File: config.mk
export PLATFORM = sky130hd
export DESIGN_NAME = pingpong_drain_sched_flat
export DESIGN_NICKNAME = d
export VERILOG_FILES = /design/src/rtl/pingpong_drain_sched_if.sv /design/src/rtl/pingpong_drain_sched.sv /design/src/flat_wrapper.sv
export SDC_FILE = /design/constraint.sdc
export NUM_CORES = 1
export LEC_CHECK = 0
export CAP_MARGIN = 20
export CORE_AREA = 2 2 74 76
export CTS_BUF_LIST = sky130_fd_sc_hd__clkbuf_4 sky130_fd_sc_hd__clkbuf_8
export CTS_CLUSTER_SIZE = 10
export DETAILED_ROUTE_END_ITERATION = 8
export DIE_AREA = 0 0 76 78
export MAX_ROUTING_LAYER = met4
export PLACE_DENSITY = 0.79
export REMOVE_ABC_BUFFERS = 1
export SETUP_SLACK_MARGIN = 0.3
export SYNTH_ARGS = -nofsm -noshare
export SYNTH_HDL_FRONTEND = slang
export SYNTH_SLANG_ARGS = --single-unit
File: constraint.sdc
create_clock -name clk_i -period 3.2 [get_ports clk_i]
set_input_delay 0.64 -clock clk_i [delete_from_list [all_inputs] [get_ports clk_i]]
set_output_delay 0.64 -clock clk_i [all_outputs]
set_load 0.005 [all_outputs]
File: src/rtl/pingpong_drain_sched_if.sv
// Buffer-read stream, consumer fan-out and status signals of pingpong_drain_sched.
// slave is the scheduler side, master is the buffer/consumer/environment side.
interface pingpong_drain_sched_if #(
  parameter int WIDTH         = 32,
  parameter int NUM_CONSUMERS = 3
);
  logic                      buffer_ready_i;
  logic                      buf_read_valid_i;
  logic signed [WIDTH-1:0]   buf_read_data_i;
  logic                      buf_read_ready_o;
  logic [NUM_CONSUMERS-1:0]  req_i;
  logic [NUM_CONSUMERS-1:0]  cons_ready_i;
  logic [NUM_CONSUMERS-1:0]  grant_o;
  logic [NUM_CONSUMERS-1:0]  cons_valid_o;
  logic signed [WIDTH-1:0]   cons_data_o;
  logic                      frame_done_o;
  logic                      overrun_o;
  logic [7:0]                overrun_count_o;
  logic [7:0]                frame_count_o;
  logic                      busy_o;
  logic                      timeout_o;

  modport slave (
    input  buffer_ready_i, buf_read_valid_i, buf_read_data_i, req_i, cons_ready_i,
    output buf_read_ready_o, grant_o, cons_valid_o, cons_data_o, frame_done_o,
           overrun_o, overrun_count_o, frame_count_o, busy_o, timeout_o
  );

  modport master (
    output buffer_ready_i, buf_read_valid_i, buf_read_data_i, req_i, cons_ready_i,
    input  buf_read_ready_o, grant_o, cons_valid_o, cons_data_o, frame_done_o,
           overrun_o, overrun_count_o, frame_count_o, busy_o, timeout_o
  );
endinterface

File: src/rtl/pingpong_drain_sched.sv
// Frame-level round-robin read scheduler for the ping-pong sample buffer.
// Optional stall abort enabled by defining PINGPONG_DRAIN_TIMEOUT_EN.
module pingpong_drain_sched #(
  parameter int WIDTH         = 32,
  parameter int DEPTH         = 16,
  parameter int NUM_CONSUMERS = 3,
  parameter int TIMEOUT       = 1024
) (
  input  logic                   clk_i,
  input  logic                   rst_i,
  pingpong_drain_sched_if.slave  bus
);
  localparam int IW = (NUM_CONSUMERS > 1) ? $clog2(NUM_CONSUMERS) : 1;
  localparam int CW = $clog2(DEPTH) + 1;
  localparam logic [CW-1:0] LAST_IDX   = CW'(DEPTH - 1);
  localparam logic [IW-1:0] LAST_CONS  = IW'(NUM_CONSUMERS - 1);

  if (WIDTH < 1 || DEPTH < 1 || NUM_CONSUMERS < 2 || NUM_CONSUMERS > 8 || TIMEOUT < 1) begin : g_cfg_err
    $error("pingpong_drain_sched: illegal parameter set");
  end

  typedef enum logic [1:0] {IDLE, ARB, DRAIN} state_t;
  state_t state_q, state_d;

  logic [NUM_CONSUMERS-1:0] grant_q;
  logic [IW-1:0]            last_grant_q;
  logic [IW-1:0]            win_idx;
  logic [IW-1:0]            cand;
  logic                     win_found;
  logic [CW-1:0]            beat_cnt_q;
  logic                     frame_done_q;
  logic                     overrun_q;
  logic [7:0]               overrun_cnt_q;
  logic [7:0]               frame_cnt_q;
  logic                     in_drain;
  logic                     beat;
  logic                     last_beat;
  logic                     grant_ev;
  logic                     overrun_ev;
  logic                     abort;

  // Round-robin search starting one past the last winner.
  always_comb begin
    win_found = 1'b0;
    win_idx   = last_grant_q;
    cand      = last_grant_q;
    for (int i = 1; i <= NUM_CONSUMERS; i++) begin
      cand = IW'((int'(last_grant_q) + i) % NUM_CONSUMERS);
      if (!win_found && bus.req_i[cand]) begin
        win_found = 1'b1;
        win_idx   = cand;
      end
    end
  end

  assign in_drain  = (state_q == DRAIN);
  assign grant_ev  = (state_q == ARB) && win_found;
  assign beat      = in_drain && bus.buf_read_valid_i && bus.buf_read_ready_o;
  assign last_beat = beat && (beat_cnt_q == LAST_IDX);
  // A new frame landing on the final beat is just the next frame, not an overrun.
  assign overrun_ev = bus.buffer_ready_i && ((state_q == ARB) || (in_drain && !last_beat));

  // Zero-latency forwarding, gated so nothing leaks outside DRAIN.
  assign bus.cons_valid_o     = in_drain ? (grant_q & {NUM_CONSUMERS{bus.buf_read_valid_i}}) : '0;
  assign bus.buf_read_ready_o = in_drain && (|(grant_q & bus.cons_ready_i));
  assign bus.cons_data_o      = bus.buf_read_data_i;

`ifdef PINGPONG_DRAIN_TIMEOUT_EN
  localparam int SW = $clog2(TIMEOUT + 1);
  localparam logic [SW-1:0] STALL_MAX = SW'(TIMEOUT);
  logic [SW-1:0] stall_q;
  logic          timeout_q;

  assign abort = in_drain && !beat && (stall_q == STALL_MAX);

  always_ff @(posedge clk_i or posedge rst_i) begin
    if (rst_i) begin
      stall_q   <= '0;
      timeout_q <= 1'b0;
    end else begin
      timeout_q <= abort;
      if (!in_drain || beat)      stall_q <= '0;
      else if (stall_q != STALL_MAX) stall_q <= stall_q + 1'b1;
    end
  end

  assign bus.timeout_o = timeout_q;
`else
  assign abort         = 1'b0;
  assign bus.timeout_o = 1'b0;
`endif

  always_comb begin
    state_d = state_q;
    case (state_q)
      IDLE:    if (bus.buffer_ready_i) state_d = ARB;
      ARB:     if (win_found)          state_d = DRAIN;
      DRAIN: begin
        if (last_beat)  state_d = bus.buffer_ready_i ? ARB : IDLE;
        else if (abort) state_d = IDLE;
      end
      default: state_d = IDLE;
    endcase
  end

  always_ff @(posedge clk_i or posedge rst_i) begin
    if (rst_i) state_q <= IDLE;
    else       state_q <= state_d;
  end

  always_ff @(posedge clk_i or posedge rst_i) begin
    if (rst_i) begin
      grant_q       <= '0;
      last_grant_q  <= LAST_CONS;
      beat_cnt_q    <= '0;
      frame_done_q  <= 1'b0;
      overrun_q     <= 1'b0;
      overrun_cnt_q <= '0;
      frame_cnt_q   <= '0;
    end else begin
      frame_done_q <= last_beat;
      overrun_q    <= overrun_ev;

      if (grant_ev) begin
        grant_q      <= NUM_CONSUMERS'(1) << win_idx;
        last_grant_q <= win_idx;
      end else if (last_beat || abort) begin
        grant_q <= '0;
      end

      if (grant_ev)  beat_cnt_q <= '0;
      else if (beat) beat_cnt_q <= beat_cnt_q + 1'b1;

      if (last_beat) frame_cnt_q <= frame_cnt_q + 1'b1;
      if (overrun_ev && overrun_cnt_q != 8'hFF) overrun_cnt_q <= overrun_cnt_q + 1'b1;
    end
  end

  assign bus.grant_o         = grant_q;
  assign bus.frame_done_o    = frame_done_q;
  assign bus.overrun_o       = overrun_q;
  assign bus.overrun_count_o = overrun_cnt_q;
  assign bus.frame_count_o   = frame_cnt_q;
  assign bus.busy_o          = (state_q != IDLE);
endmodule

File: src/flat_wrapper.sv
// flat-port wrapper written by rule: the top's interface ports become plain ports
module pingpong_drain_sched_flat 
#(
  parameter int WIDTH         = 32,
  parameter int DEPTH         = 16,
  parameter int NUM_CONSUMERS = 3,
  parameter int TIMEOUT       = 1024
)
  (clk_i, rst_i, bus_buffer_ready_i, bus_buf_read_valid_i, bus_buf_read_data_i, bus_req_i, bus_cons_ready_i, bus_buf_read_ready_o, bus_grant_o, bus_cons_valid_o, bus_cons_data_o, bus_frame_done_o, bus_overrun_o, bus_overrun_count_o, bus_frame_count_o, bus_busy_o, bus_timeout_o);
  pingpong_drain_sched_if #(.WIDTH(WIDTH), .NUM_CONSUMERS(NUM_CONSUMERS)) bus_i ();
  input  logic clk_i;
  input  logic rst_i;
  input wire logic [$bits(bus_i.buffer_ready_i)-1:0] bus_buffer_ready_i;
  input wire logic [$bits(bus_i.buf_read_valid_i)-1:0] bus_buf_read_valid_i;
  input wire logic [$bits(bus_i.buf_read_data_i)-1:0] bus_buf_read_data_i;
  input wire logic [$bits(bus_i.req_i)-1:0] bus_req_i;
  input wire logic [$bits(bus_i.cons_ready_i)-1:0] bus_cons_ready_i;
  output wire logic [$bits(bus_i.buf_read_ready_o)-1:0] bus_buf_read_ready_o;
  output wire logic [$bits(bus_i.grant_o)-1:0] bus_grant_o;
  output wire logic [$bits(bus_i.cons_valid_o)-1:0] bus_cons_valid_o;
  output wire logic [$bits(bus_i.cons_data_o)-1:0] bus_cons_data_o;
  output wire logic [$bits(bus_i.frame_done_o)-1:0] bus_frame_done_o;
  output wire logic [$bits(bus_i.overrun_o)-1:0] bus_overrun_o;
  output wire logic [$bits(bus_i.overrun_count_o)-1:0] bus_overrun_count_o;
  output wire logic [$bits(bus_i.frame_count_o)-1:0] bus_frame_count_o;
  output wire logic [$bits(bus_i.busy_o)-1:0] bus_busy_o;
  output wire logic [$bits(bus_i.timeout_o)-1:0] bus_timeout_o;
  assign bus_i.buffer_ready_i = bus_buffer_ready_i;
  assign bus_i.buf_read_valid_i = bus_buf_read_valid_i;
  assign bus_i.buf_read_data_i = bus_buf_read_data_i;
  assign bus_i.req_i = bus_req_i;
  assign bus_i.cons_ready_i = bus_cons_ready_i;
  assign bus_buf_read_ready_o = bus_i.buf_read_ready_o;
  assign bus_grant_o = bus_i.grant_o;
  assign bus_cons_valid_o = bus_i.cons_valid_o;
  assign bus_cons_data_o = bus_i.cons_data_o;
  assign bus_frame_done_o = bus_i.frame_done_o;
  assign bus_overrun_o = bus_i.overrun_o;
  assign bus_overrun_count_o = bus_i.overrun_count_o;
  assign bus_frame_count_o = bus_i.frame_count_o;
  assign bus_busy_o = bus_i.busy_o;
  assign bus_timeout_o = bus_i.timeout_o;
  pingpong_drain_sched #(.WIDTH(WIDTH), .DEPTH(DEPTH), .NUM_CONSUMERS(NUM_CONSUMERS), .TIMEOUT(TIMEOUT)) u_core (.clk_i(clk_i), .rst_i(rst_i), .bus(bus_i));
endmodule
# Word level (Yosys, flattened, before mapping)
# Cells that the tools add are included.
# classes
addsub	6
mul	0
div	3
n_lt_le_gt_ge	3
eq_ne	7
shifts	1
n_mux	22
n_bitwise	2
n_reduce_logical	20
# op_table
operator	count
$mod 32x3->32 const B	3
$add 8x1->8 const B	2
$mux 2	6
$logic_and 1x1->1	10
$mux 5	2
$lt 2x3->1 const B	3
$mux 3	3
$ne 8x8->1 const B	1
$mux 1	7
$add 2x2->3 const B	2
$and 3x3->3	2
$bmux 1 s2	3
$pmux 2 s3	1
$reduce_bool 2->1	3
$add 5x1->5 const B	1
$eq 5x4->1 const B	1
$ne 2x2->1 const B	2
$add 2x1->3 const B	1
$logic_not 1->1	3
$reduce_and 3->1	1
$reduce_or 3->1	1
$shl 1x2->3 const A	1
$eq 2x1->1 const B	1
$eq 2x2->1 const B	1
3 further kinds	3
# word_totals
reg_bits	30
latchBits	0
mem_bits_rw	0
romBits	0
input_bits	42
out_inout_bits	59
elab_cells	72
mem_count	0

# Longest topological paths before layout
# logic_depth
depth_word	13
ltp_mapped	8
ltp_nobuf	8

# Worst setup path before layout
# No wires, ideal clock.
# synth_timing
path_type	register to register
startpoint	register u_core.beat_cnt_q[0]
endpoint	register u_core.overrun_cnt_q[1] (netlist: u_core.bus.overrun_count_o[1])
setup_ns	0.125
arrival_ns	1.941
required_ns	3.075
path_slack_ns	1.134
stages_incl_launch_ff	9
n_path_buf	0
period_less_slack_ns	2.066
path_cell_list	dfrtp_1 > ha_1 > and3_1 > ha_1 > nand2_1 > o21ai_0 > nand2_1 > and3_1 > mux2_4
# synth_via
elab_chain_cells	7
# synth_rtl
element	line	text
start: declaration	pingpong_drain_sched.sv:30	logic [CW-1:0] beat_cnt_q;
start signal: assignment	pingpong_drain_sched.sv:132	else if (beat) beat_cnt_q <= beat_cnt_q + 1'b1;
$eq 5x4->1	pingpong_drain_sched.sv:59	assign last_beat = beat && (beat_cnt_q == LAST_IDX);
$logic_and 1x1->1	pingpong_drain_sched.sv:59	
$logic_not 1->1	pingpong_drain_sched.sv:61	assign overrun_ev = bus.buffer_ready_i && ((state_q == ARB) || (in_drain && !last_beat));
$logic_and 1x1->1	pingpong_drain_sched.sv:61	
$logic_or 1x1->1	pingpong_drain_sched.sv:61	
$logic_and 1x1->1	pingpong_drain_sched.sv:61	
$logic_and 1x1->1	pingpong_drain_sched.sv:135	if (overrun_ev && overrun_cnt_q != 8'hFF) overrun_cnt_q <= overrun_cnt_q + 1'b1;
end signal: assignment	pingpong_drain_sched.sv:135	
end: declaration	pingpong_drain_sched.sv:33	logic [7:0] overrun_cnt_q;
# No other way between the ends.
# A chain may end at the register's enable or synchronous reset.

# Final worst setup path
# layout_timing
startpoint	input bus_cons_ready_i[0]
endpoint	output bus_buf_read_ready_o
# layout_via
elab_chain_cells	3
# layout_rtl
element	line	text
start: declaration	flat_wrapper.sv:17	input wire logic [$bits(bus_i.cons_ready_i)-1:0] bus_cons_ready_i;
$and 3x3->3	pingpong_drain_sched.sv:65	assign bus.buf_read_ready_o = in_drain && (|(grant_q & bus.cons_ready_i));
$reduce_or 3->1	pingpong_drain_sched.sv:65	
$logic_and 1x1->1	pingpong_drain_sched.sv:65	
end: declaration	flat_wrapper.sv:18	output wire logic [$bits(bus_i.buf_read_ready_o)-1:0] bus_buf_read_ready_o;
# No other way between the ends.

==> results.md <==
* Run status: completed
* Flops & latches, synth at 30
* Pwr/cell area at 775 mW/mm²
* DR vias/cell at 5.34
* Top cell type's share of synthesized area at 36.0%
* Die width at 76 µm
* RSZ-0062 raised after global routing: no
* CTS sink count at 30
* Synth top area cells: dfrtp_1 36%, buf_4 13%, xnor2_1 3.9%
* Worst reg-to-reg path cell count at 8
* Routed WL at 4.87 mm
* Reg-to-Reg Start: u_core.beat_cnt_q[0]
* Worst-Margin Slew at 0.584 ns
* Drc violations at 0
* # IOs at between 100 and 150
* Resize count post-CTS at 0
* CTS tree: yes
* Post-synth cell types at 57
* Fraction of layout cells with a size suffix above 1 at 16.3%
* Post-route ant nets at 0
* Commonest non-fill, non-tap cell in the layout: clkdlybuf4s50_1
* Total Routing Usage GR at 17.3%
* Final #Nets at 255
* Slew HR at 60.6%
* Post-layout min period at 2.80 ns
* Simple-Gate Fraction of Synth Area at 19.7%
* Slew Viols, Final at 0
* Initial Util at approximately 40%
* N_diodes at 0
* Final hold vios at 0
* Crit. End Element: output port
* Rows at 26
* TritonCTS Buffers at 5
* Reg2reg end: u_core.bus.overrun_count_o[1]
* Avg WL per Cell at approximately 18 µm
* Hold_ws at 0.473 ns
* Setup_tns at 0 ns
* Worst-skew pair later-pin latency at between 0.2 and 0.3 ns
* Ys Warns at 0
* Max rail drop VDD at 303 µV
* Placer congestion estimate at 0.754
* Hold Path Class: flip-flop to flip-flop
* Most frequent cells in the layout: 35 x clkdlybuf4s50_1, 29 x dfrtp_1, 12 x nand2_1
* Max Cap Viol at 0
* Adder-Cell Fraction of Synth Area at 4.29%
* Synth area leader: dfrtp_1
* Max frequency at 357 MHz
* Initial DRC Count at 88
* Synthesized instance count at 203
* Post-synth top flop: dfrtp_1
* Worst setup startpoint: bus_cons_ready_i[0]
* R2R Setup Slk at 0.82 ns
* H-tree depth at 2
* Startpoint types: input pin
* Die span in y at slightly below 80 µm
* Syn Area/Cell at around 10 µm²
* Finish-stage setup viols at 0
* Routed via count at 1484
* Fraction of registers with async set/reset at 100%
* Post-synth EDFFs at 0
* Crit-path max FO at 3
* CTS Buffer Depth at 2
* Full die area at 0.00593 mm²
* CTS Root Buffer Type: clkbuf_8
* Compound-Gate Fraction of Synth Area at 13.4%
* Register area share after synthesis at 37.3%
* CP arrival at about 2.2 ns
* Post-synthesis cell area at 0.00201 mm²
* Worst hold start: u_core.bus.frame_count_o[7]
* First-pass GRT wire length at about 7.7 mm
* Data required, critical path at 2.56 ns
* 1st-pass router iterations at 4
* Leak Pwr at 1.02 nW
* PortBufs at 35
* Clock transition at the registers of the reported paths at approximately 0.07 ns
* Final critical-path share of the clock period at 87.4%
* Core area at 0.00504 mm²
* Largest net degree at the start of global routing at 31
* Largest family of logic cells by synthesized area: simple AND/OR/NAND/NOR gates
* Vias in the first global route at 1406
* Multiplexer share of the synthesized area at under 10%
* XOR/XNOR share of the synthesized area at 6.96%
* WS Path Type: input pin to output port
* CP endpoint: bus_buf_read_ready_o
* Setup Skew at 0.00942 ns
* Initial antenna violation count at 0
* Post-detail-place hpwl at 3.58 mm
* Layout Area Growth over Synthesis at 15.1%
* Total gr overflow at 0
[power breakdown]
group | switching (mW) | internal, mW
combinational | 0.345 | 0.393
sequential | 0.104 | 0.479
clock | 0.145 | 0.332
[cell usage after synthesis, drive strengths merged, types with 2 or more instances]
cell type / instances
nand2b: 4
nor2: 9
xnor2: 9
mux2: 2
a21o: 3
dfrtp: 29
nand2: 13
a31oi: 2
inv: 6
nor3: 4
and3: 11
a21oi: 3
nand3: 7
nor2b: 4
a211oi: 4
a21bo: 2
buf: 40
nor3b: 2
a31o: 2
mux2i: 2
a32oi: 2
o21ai: 3
xor2: 7
ha: 6
nand4: 4
and2b: 2
[worst max-delay path, cell delays in order]
cell	delay, ns
clkdlybuf4s50_1	0.40
a222oi_1	0.30
buf_4	0.17
and2b_2	0.21
clkdlybuf4s50_1	0.44
[cell families (layout without fill, tap and decap cells)]
| logic type | after synthesis | count (layout) |
|---|---|---|
| flip-flops | 30 | 30 |
| multiplexers | 4 | 4 |
| buffers and inverters | 46 | 51 |
| other | 1 | 1 |
| adder cells (fa/ha/maj) | 7 | 7 |
| AO/OA/AOI/OAI | 33 | 33 |
| AND/OR/NAND/NOR | 66 | 66 |
| XOR/XNOR | 16 | 16 |
[stage by stage]
stage | power (mW) | std cells | setup WS (ns) | util [%] | cell area, µm²
2_1_floorplan | 1.05 | 163 | 1.13 | - | 1720
3_3_place_gp | 1.29 | 269 | 0.431 | 43.0 | 2170
3_5_place_dp | 1.32 | 269 | 0.347 | 43.0 | 2170
4_1_cts | 1.80 | 277 | 0.342 | 45.8 | 2310
5_1_grt | 1.92 | 278 | 0.334 | 46.0 | 2320
6_report | 1.80 | 278 | 0.403 | 46.0 | 2320
[worst min path at each step]
stage | endpoint | slack [ns] | cells past startpoint
2_1_floorplan | u_core.bus.frame_count_o[7] | 0.47 | 1
3_3_place_gp | u_core.bus.frame_count_o[7] | 0.46 | 1
3_5_place_dp | u_core.bus.frame_count_o[7] | 0.46 | 1
4_1_cts | u_core.bus.frame_count_o[7] | 0.48 | 1
5_1_grt | u_core.bus.frame_count_o[7] | 0.50 | 1
6_report | u_core.bus.frame_count_o[7] | 0.47 | 1
[metal layers]
metal / global-route usage (%) / part of all wire [%] / vias up
met3: 13.0 / 15 / 6
met1: 21.3 / 45 / 713
met5: - / 0 / -
li1: - / - / 685
met4: 4.55 / 1.1 / 0
met2: 21.8 / 40 / 80
[flip-flops by register name, summed over array words and instances (netlist names)]
name	cells
u_core.bus.frame_count_o	8
u_core.beat_cnt_q	5
u_core.bus.overrun_count_o	8
u_core.last_grant_q	2
u_core.bus.frame_done_o	1
u_core.bus.grant_o	3
u_core.state_q	2
u_core.bus.overrun_o	1
[layout make-up]
type	count	area, µm²
Tap cell	70	87.6
Fill cell	471	2720
Multi-Input combinational cell	127	943
Clock buffer	6	82.6
Clock inverter	2	60.1
Sequential cell	30	752
Inverter	6	27.5
Timing Repair Buffer	37	365
[what timing repair did]
action,4_1_cts,5_1_grt
hold buffers,0,0
endpoints found under the setup margin,0,1
setup buffers,0,1
Note: power is estimated with default switching activity, not from simulation.
